===== src/rtl/snax_data_reshuffler_tiled.sv =====
// ---------------------------------------------------------------------------
// snax_data_reshuffler_tiled
//
// Streaming element reshuffler. A CSR launch latches a mode and a beat count;
// the block then takes that many input beats, rearranges the elements of each
// beat and emits every result through a single output register stage.
//   mode 0 / 3 : pass-through
//   mode 1     : N x N tile transpose (out elem c*N+r = in elem r*N+c)
//   mode 2     : element reverse     (out elem e = in elem E-1-e)
//
// Ports
//   clk_i, rst_ni           clock, asynchronous active-low reset
//   stream2acc_0_*          input beat stream (valid/ready)
//   acc2stream_0_*          output beat stream (valid/ready)
//   csr_reg_set_i           [0][1:0] mode, [1] beat count
//   csr_reg_set_valid_i/    launch handshake, ready only while idle
//   csr_reg_set_ready_o
//   csr_reg_ro_set_o        [0] busy (bit 0), [1] run cycle counter,
//                           [2] output beats completed
// ---------------------------------------------------------------------------
module snax_data_reshuffler_tiled #(
   parameter int DataWidth    = 512,
   parameter int ElemWidth    = 8,
   parameter int RegRWCount   = 2,
   parameter int RegROCount   = 3,
   parameter int RegDataWidth = 32
) (
   input  logic                                     clk_i,
   input  logic                                     rst_ni,
   input  logic [DataWidth-1:0]                     stream2acc_0_data_i,
   input  logic                                     stream2acc_0_valid_i,
   output logic                                     stream2acc_0_ready_o,
   output logic [DataWidth-1:0]                     acc2stream_0_data_o,
   output logic                                     acc2stream_0_valid_o,
   input  logic                                     acc2stream_0_ready_i,
   input  logic [RegRWCount-1:0][RegDataWidth-1:0]  csr_reg_set_i,
   input  logic                                     csr_reg_set_valid_i,
   output logic                                     csr_reg_set_ready_o,
   output logic [RegROCount-1:0][RegDataWidth-1:0]  csr_reg_ro_set_o
);

   localparam int E = DataWidth / ElemWidth;

   // Integer square root evaluated at elaboration time.
   function automatic int isqrt(input int v);
      int r;
      r = 0;
      for (int i = 0; i <= v; i++) begin
         if (i * i <= v) begin
            r = i;
         end
      end
      return r;
   endfunction

   localparam int N = isqrt(E);

   generate
      if (N * N != E) begin : g_not_square
         $error("snax_data_reshuffler_tiled: elements per beat must be a perfect square");
      end
   endgenerate

   typedef enum logic [0:0] {
      ST_IDLE = 1'b0,
      ST_RUN  = 1'b1
   } state_e;

   state_e                  state_r;
   state_e                  next_state_s;
   logic [1:0]              mode_r;
   logic [RegDataWidth-1:0] count_r;
   logic [RegDataWidth-1:0] remain_r;
   logic [RegDataWidth-1:0] done_r;
   logic [RegDataWidth-1:0] cycles_r;
   logic [DataWidth-1:0]    data_r;
   logic                    valid_r;
   logic [DataWidth-1:0]    shuf_s;
   logic                    launch_s;
   logic                    in_ready_s;
   logic                    in_hs_s;
   logic                    out_hs_s;
   logic                    last_out_s;
   logic                    csr_unused_s;

   // Only the mode bits and the count word are consumed from the CSR bus.
   assign csr_unused_s = ^csr_reg_set_i;

   assign csr_reg_set_ready_o  = (state_r == ST_IDLE);
   assign launch_s             = csr_reg_set_valid_i & csr_reg_set_ready_o;
   // Accept a new beat only if the output slot is free or drains this cycle.
   assign in_ready_s           = (state_r == ST_RUN) & (remain_r != {RegDataWidth{1'b0}})
                                 & (~valid_r | acc2stream_0_ready_i);
   assign in_hs_s              = stream2acc_0_valid_i & in_ready_s;
   assign out_hs_s             = valid_r & acc2stream_0_ready_i;
   // The handshake that completes the job ends RUN on the same edge.
   assign last_out_s           = out_hs_s & ((done_r + RegDataWidth'(1)) == count_r);
   assign stream2acc_0_ready_o = in_ready_s;
   assign acc2stream_0_data_o  = data_r;
   assign acc2stream_0_valid_o = valid_r;

   // State register.
   always_ff @(posedge clk_i or negedge rst_ni) begin
      if (!rst_ni) begin
         state_r <= ST_IDLE;
      end else begin
         state_r <= next_state_s;
      end
   end

   // Next-state logic: a zero-count launch is a no-op and stays idle.
   always_comb begin
      next_state_s = state_r;
      case (state_r)
         ST_IDLE: begin
            if (launch_s && (csr_reg_set_i[1] != {RegDataWidth{1'b0}})) begin
               next_state_s = ST_RUN;
            end else begin
               next_state_s = ST_IDLE;
            end
         end
         ST_RUN: begin
            if (last_out_s) begin
               next_state_s = ST_IDLE;
            end else begin
               next_state_s = ST_RUN;
            end
         end
         default: next_state_s = ST_IDLE;
      endcase
   end

   // Job configuration and progress counters.
   always_ff @(posedge clk_i or negedge rst_ni) begin
      if (!rst_ni) begin
         mode_r   <= 2'd0;
         count_r  <= {RegDataWidth{1'b0}};
         remain_r <= {RegDataWidth{1'b0}};
         done_r   <= {RegDataWidth{1'b0}};
         cycles_r <= {RegDataWidth{1'b0}};
      end else if (launch_s) begin
         mode_r   <= csr_reg_set_i[0][1:0];
         count_r  <= csr_reg_set_i[1];
         remain_r <= csr_reg_set_i[1];
         done_r   <= {RegDataWidth{1'b0}};
         cycles_r <= {RegDataWidth{1'b0}};
      end else if (state_r == ST_RUN) begin
         if (in_hs_s) begin
            remain_r <= remain_r - RegDataWidth'(1);
         end
         if (out_hs_s) begin
            done_r <= done_r + RegDataWidth'(1);
         end
         if (cycles_r != {RegDataWidth{1'b1}}) begin
            cycles_r <= cycles_r + RegDataWidth'(1);
         end
      end
   end

   // Element permutation selected by the latched mode.
   always_comb begin
      shuf_s = stream2acc_0_data_i;
      case (mode_r)
         2'd1: begin
            for (int r = 0; r < N; r++) begin
               for (int c = 0; c < N; c++) begin
                  shuf_s[(c*N+r)*ElemWidth +: ElemWidth] =
                     stream2acc_0_data_i[(r*N+c)*ElemWidth +: ElemWidth];
               end
            end
         end
         2'd2: begin
            for (int e = 0; e < E; e++) begin
               shuf_s[e*ElemWidth +: ElemWidth] =
                  stream2acc_0_data_i[(E-1-e)*ElemWidth +: ElemWidth];
            end
         end
         default: shuf_s = stream2acc_0_data_i;
      endcase
   end

   // Output register stage: load on accept, clear when drained without refill.
   always_ff @(posedge clk_i or negedge rst_ni) begin
      if (!rst_ni) begin
         data_r  <= {DataWidth{1'b0}};
         valid_r <= 1'b0;
      end else if (in_hs_s) begin
         data_r  <= shuf_s;
         valid_r <= 1'b1;
      end else if (out_hs_s) begin
         valid_r <= 1'b0;
      end
   end

   // Read-only status words.
   always_comb begin
      csr_reg_ro_set_o    = {(RegROCount*RegDataWidth){1'b0}};
      csr_reg_ro_set_o[0] = {{(RegDataWidth-1){1'b0}}, (state_r == ST_RUN)};
      csr_reg_ro_set_o[1] = cycles_r;
      csr_reg_ro_set_o[2] = done_r;
   end

endmodule


===== config.mk =====
export PLATFORM = sky130hd
export DESIGN_NAME = snax_data_reshuffler_tiled
export DESIGN_NICKNAME = d
export VERILOG_FILES = /design/src/rtl/snax_data_reshuffler_tiled.sv
export SDC_FILE = /design/constraint.sdc
export NUM_CORES = 2
export LEC_CHECK = 0
export ABC_AREA = 0
export BUFFER_PORTS_ARGS = -buffer_cell sky130_fd_sc_hd__buf_2
export CAP_MARGIN = 0
export CORE_AREA = 5 5 466 468
export DETAILED_ROUTE_END_ITERATION = 8
export DIE_AREA = 0 0 471 473
export PLACE_DENSITY = 0.3
export REMOVE_ABC_BUFFERS = 1
export SKIP_CTS_REPAIR_TIMING = 1
export SLEW_MARGIN = 20
export SYNTH_ARGS = -nofsm -noshare
export SYNTH_HDL_FRONTEND = slang
export SYNTH_SLANG_ARGS = --single-unit

===== constraint.sdc =====
create_clock -name clk_i -period 2.5 [get_ports clk_i]
set_clock_uncertainty 0.2 [all_clocks]
set_input_delay 0.75 -clock clk_i [delete_from_list [all_inputs] [get_ports clk_i]]
set_output_delay 0.75 -clock clk_i [all_outputs]
set_load 0.05 [all_outputs]

# After elaboration in Yosys (flattened, before gate mapping)
# Cells that the tools add are included.
# op_classes
mux	15
addsub	3
bitwise_logic	9
eq_ne	4
n_reduce_logical	11
# op_table
operator	count
$pmux W512 S2	1
$mux W32	9
$add A32 B1 Y32 const B	2
$reduce_bool A32 Y1	2
$eq A32 B32 Y1	1
$ne A32 B32 Y1 const B	1
$sub A32 B1 Y32 const B	1
$reduce_bool A2 Y1	5
$and A1 B1 Y1	6
$reduce_and A2 Y1	3
$mux W1	4
$eq A2 B1 Y1 const B	1
$eq A2 B2 Y1 const B	1
$not A1 Y1	2
$pmux W1 S2	1
$logic_and A1 B1 Y1	1
$or A1 B1 Y1	1
# word_totals
reg_bits	644
output_inout_bits	611
in_bits	581
word_cells	50

# Longest topological paths before layout
# logic_depth
word_depth	7
mapped_depth	11
depth_no_buf	9

# Worst setup path before layout
# No wires, ideal clock.
# synth_timing
path_kind	flip-flop to flip-flop
startpoint	register done_r[0]
endpoint	register state_r
path_stages_with_launch	8
path_slack_ns	-0.632
arrival_ns	2.788
required_time_ns	2.156
n_path_buf	0
period_less_slack_ns	3.132
path_cell_list	dfrtp_1 -> ha_1 -> nand3_4 -> nor4_4 -> nand4_4 -> or4_4 -> a2111oi_4 -> a41oi_1
# synth_via
elab_chain_cells	5
# synth_rtl
item	line	text
start: declaration	74	logic [RegDataWidth-1:0] done_r;
start signal: assignment	139	done_r <= {RegDataWidth{1'b0}};
start signal: assignment	145	done_r <= {RegDataWidth{1'b0}};
start signal: assignment	152	done_r <= done_r + RegDataWidth'(1);
$add A32 B1 Y32	97	assign last_out_s = out_hs_s & ((done_r + RegDataWidth'(1)) == count_r);
$eq A32 B32 Y1	97	
$and A1 B1 Y1	97	
$mux W1	123	if (last_out_s) begin
$pmux W1 S2	114	case (state_r)
via next_state_s	70	state_e next_state_s;
end signal: assignment	107	state_r <= next_state_s;
end: declaration	69	state_e state_r;
# The timed path passes the listed nets, and every way through them passes these cells.
# A chain may end at the register's enable or synchronous reset.

# Worst setup path after layout
# layout_timing
startpoint	register remain_r[0]
endpoint	output port stream2acc_0_ready_o
# layout_via
elab_chain_cells	3
# layout_rtl
item	line	text
start: declaration	73	logic [RegDataWidth-1:0] remain_r;
start signal: assignment	138	remain_r <= {RegDataWidth{1'b0}};
start signal: assignment	144	remain_r <= csr_reg_set_i[1];
start signal: assignment	149	remain_r <= remain_r - RegDataWidth'(1);
$reduce_bool A32 Y1	92	assign in_ready_s = (state_r == ST_RUN) & (remain_r != {RegDataWidth{1'b0}})
$and A1 B1 Y1	92	
$and A1 B1 Y1	93	& (~valid_r | acc2stream_0_ready_i);
end: declaration	32	output logic stream2acc_0_ready_o,
# Every way passes these cells.

==> reports/qor.csv <==
stage,metric,value,unit
yosys,Synth Area in Compound Gates,26.6,%
placement,Placer Congestion,0.844,
min_path,Worst Hold Class,primary input to flop,
sta,Tmin final,3220,ps
power,total power,73.2,mW
worst_setup_path,Worst path slowest cell,dfrtp_1,
worst_setup_path,Worst path max stage delay,380,ps
floorplan,Site Rows,170,
global_route,vias in the first global route,34662,
yosys,mux share of post-synthesis cell area,0.243,%
route,WL final,200000,um
worst_setup_path,R2R cell count,11,
clock_tree,clock root cell,clkbuf_16,
cells_and_area,# fillers,23696,
run_status,failing checks,setup timing,
route,DRT antenna net count,0,
global_route,met2 usage,27.5,%
power,P per Cell Area,1450,nW/um^2
run_status,status,finished with violations,
floorplan,Die ar.,223000,um^2
worst_setup_path,Setup crit start kind,flop,
route,initial DRC count,2276,
sta,Worst Slack Setup Final,-720,ps
route,Pre-antenna DRT Iters,7,
global_route,pin count of the biggest net entering global routing,108,
yosys,Yosys warning count,0,
sta,Final Max Tran Viols,0,
floorplan,starting density of the core,15.7,%
yosys,Post-Synth Adder-Cell Area,0.224,%
power,static leakage,23.2,nW
yosys,post-synthesis xor/xnor area fraction,1.62,%
global_route,GR Util met3,6.20,%
route,routed vias,36016,
global_route,initial antenna violation count,129,
min_path,Worst Hold End,mode_r[1]$_DFFE_PN0P_,
worst_setup_path,required time worst endpoint,1550,ps
min_path,hold_sp,csr_reg_set_i[1],
route,# DRC,0,
floorplan,num ports,1192,
min_path,hold path depth,3,
clock_tree,CTS tree,done,
global_route,first-pass GRT wire length,268000,um
floorplan,core area,213000,um^2
sta,Setup Viol. Count Final,530,
worst_setup_path,Setup crit end kind,output port,
yosys,Area contributors post-synth,"dfrtp_1 48%, a22oi_1 8.6%, nor2_1 7.9%, o21ai_0 6.8%, nand2_1 6.3%",
yosys,Simple-Gate Fraction of Synth Area,18.1,%
placement,dpl cells,8046,
clock_tree,number of buffers created by CTS,92,
yosys,Main synth FF type,dfrtp_1,
yosys,largest family of logic cells by synthesized area,compound AO/OA/AOI/OAI gates,
cells_and_area,Finished Layout Cells,8327,
global_route,grt peak-use layer,met2,
sta,RSZ-0062 raised after global routing,true,
worst_setup_path,capturing point of the worst reg2reg path,acc2stream_0_data_o[396]$_DFFE_PN0P_,
yosys,Synth Instances,4022,
route,Vias per Instance,4.33,
worst_setup_path,cell mode on critical path,buf_4,
sta,relative slew slack,49.5,%
placement,# port buffers,1130,
worst_setup_path,critical path class,flop to output port,
worst_setup_path,maximum fanout along the worst path,2,
cells_and_area,area grow syn2layout,51.2,%
cells_and_area,final-stage net count,5968,
global_route,GRT Residual Overflow,0,
placement,DP HPWL,153000,um
global_route,GR Util met1,19.7,%
route,routed wire length per instance,24.0,um
yosys,#FFs+latches synth,644,
yosys,Post-synth EDFFs,0,
sta,worst-margin pin slew,758,ps
global_route,GRT Total Usage,16.4,%
sta,Fmax,0.311,GHz
yosys,Synth top area share,48.1,%
run,max-cap violation count,0,
sta,final period utilization,129,%
clock_tree,clock transition at the registers of the reported paths,60,ps
worst_setup_path,crit path cell chain,inv_2 > ha_4 > nor4b_4 > buf_4 > nand4_1 > nor3_2 > buf_4 > nor2_2 > buf_6,
clock_tree,clk buf depth,3,
yosys,syn avg cell area,8.32,um^2
worst_setup_path,Reg2Reg Setup Slack,-300,ps
clock_tree,Worst-Skew Late Latency,710,ps
yosys,"count leader, synth",nor2_1,
yosys,sequential element share of the synthesized area,48.1,%
worst_setup_path,worst r2r src,remain_r[6]$_DFFE_PN0P_,
yosys,ys async rst share,100,%
floorplan,die extent in y,473,um
yosys,unique cell type count in the Yosys netlist,61,
yosys,Netlist Area Pre-Place,33500,um^2
worst_setup_path,CP arrival,2270,ps
yosys,top cell type by total area after synthesis,dfrtp_1,
sta,final hold violation count,0,
clock_tree,CTS Sinks,644,
yosys,Synth top cells by count,"701 x nor2_1, 644 x dfrtp_1, 565 x nand2_1, 458 x o21ai_0, 398 x a21oi_1",
clock_tree,H-tree depth,3,
power,VDD IR max,0.000754,V
floorplan,die width,471,um
cells_and_area,ratio of cells with drive above 1 in the final layout,34.5,%
per-layer routing:
| metal | vias to the layer above | share of wire, % |
|---|---|---|
| met5 | - | 0.23 |
| met4 | 70 | 2.6 |
| met3 | 351 | 8.8 |
| met2 | 1251 | 48 |
| met1 | 17232 | 41 |
| li1 | 17112 | - |
worst max path at each step:
stage | cells after the start | slack [ps] | endpoint | from
after floorplan | 4 | -44920 | acc2stream_0_data_o[100]$_DFFE_PN0P_ | remain_r[24]$_DFFE_PN0P_
after global placement | 9 | -750 | state_r$_DFF_PN0_ | csr_reg_set_i[36]
after detailed placement | 9 | -740 | state_r$_DFF_PN0_ | csr_reg_set_i[36]
after CTS | 9 | -1010 | stream2acc_0_ready_o | remain_r[0]$_DFFE_PN0P_
after global routing | 9 | -890 | stream2acc_0_ready_o | remain_r[0]$_DFFE_PN0P_
final | 9 | -720 | stream2acc_0_ready_o | remain_r[0]$_DFFE_PN0P_
critical path: cells and delay by family (launching register included):
kind	cells	cell delay (ps)
flip-flops	1	380
adder cells (fa/ha/maj)	1	130
AND/OR/NAND/NOR	4	540
buffers and inverters	4	540
logic make-up after synthesis:
| group | Yosys count |
|---|---|
| other cells | 1 |
| simple gates | 1460 |
| xor+xnor | 62 |
| compound gates | 1442 |
| fa+ha+maj | 6 |
| buf+inv | 399 |
| flops | 644 |
| mux | 8 |
sequential cells by signal (all words and copies together) (netlist names):
signal,cells
mode_r,2
acc2stream_0_valid_o,1
count_r,32
remain_r,32
cycles_r,32
done_r,32
acc2stream_0_data_o,512
state_r,1
area by class of cell:
class / count / area (um^2) / area share [%]
multi-input cells: 3009 / 16300 / 32.2
repair buffers: 1621 / 11400 / 22.6
clock buffers: 145 / 2830 / 5.60
clock inverters: 24 / 264 / 0.522
inverters: 13 / 48.8 / 0.0964
flip-flops and latches: 644 / 16100 / 31.9
diodes: 33 / 82.6 / 0.163
well taps: 2838 / 3550 / 7.02
cell usage in the layout (no fill, tap or decap), types with 8 or more instances in the layout:
| cell type | count |
|---|---|
| clkbuf_8 | 29 |
| buf_4 | 342 |
| o21ai_1 | 13 |
| buf_12 | 71 |
| and3_1 | 8 |
| buf_6 | 12 |
| buf_2 | 1128 |
| or3_1 | 11 |
| diode_2 | 33 |
| o211ai_1 | 21 |
| xor2_1 | 26 |
| nand2_4 | 19 |
| nand4_1 | 28 |
| conb_1 | 31 |
| clkbuf_1 | 22 |
| o31ai_1 | 18 |
| nand3_1 | 51 |
| xnor2_1 | 36 |
| buf_16 | 16 |
| a21oi_1 | 398 |
| nand2_1 | 531 |
| nor4_4 | 8 |
| a22oi_1 | 385 |
| a221oi_1 | 127 |
| nand2_2 | 15 |
| clkinv_2 | 13 |
| nor3_1 | 14 |
| o21ai_0 | 421 |
| nor4_1 | 13 |
| o21ai_2 | 26 |
| inv_1 | 11 |
| and4_1 | 10 |
| nor2_1 | 697 |
| dfrtp_1 | 638 |
| clkbuf_16 | 137 |
| buf_8 | 8 |
report_power, final:
part           switching, mW  internal, mW  leakage [nW]
Clock                   5.58          8.17          1.54
Sequential              3.09          14.8          8.06
Combinational           30.7          10.8          13.6
Total                   39.3          33.8          23.2
metrics by stage:
stage | hold WS, ps | cell area [um^2] | util, % | setup slack [ps] | setup TNS [ps]
floorplan | 254 | 31900 | - | -44920 | -
global placement | 258 | 45200 | 21.2 | -749 | -105520
detailed placement | 265 | 45200 | 21.2 | -742 | -110010
CTS | -250 | 48300 | 22.7 | -1010 | -92220
global route | 26.7 | 50600 | 23.7 | -894 | -169610
finish | 73.8 | 50600 | 23.7 | -720 | -101530
Note: power is estimated with default switching activity, not from simulation.
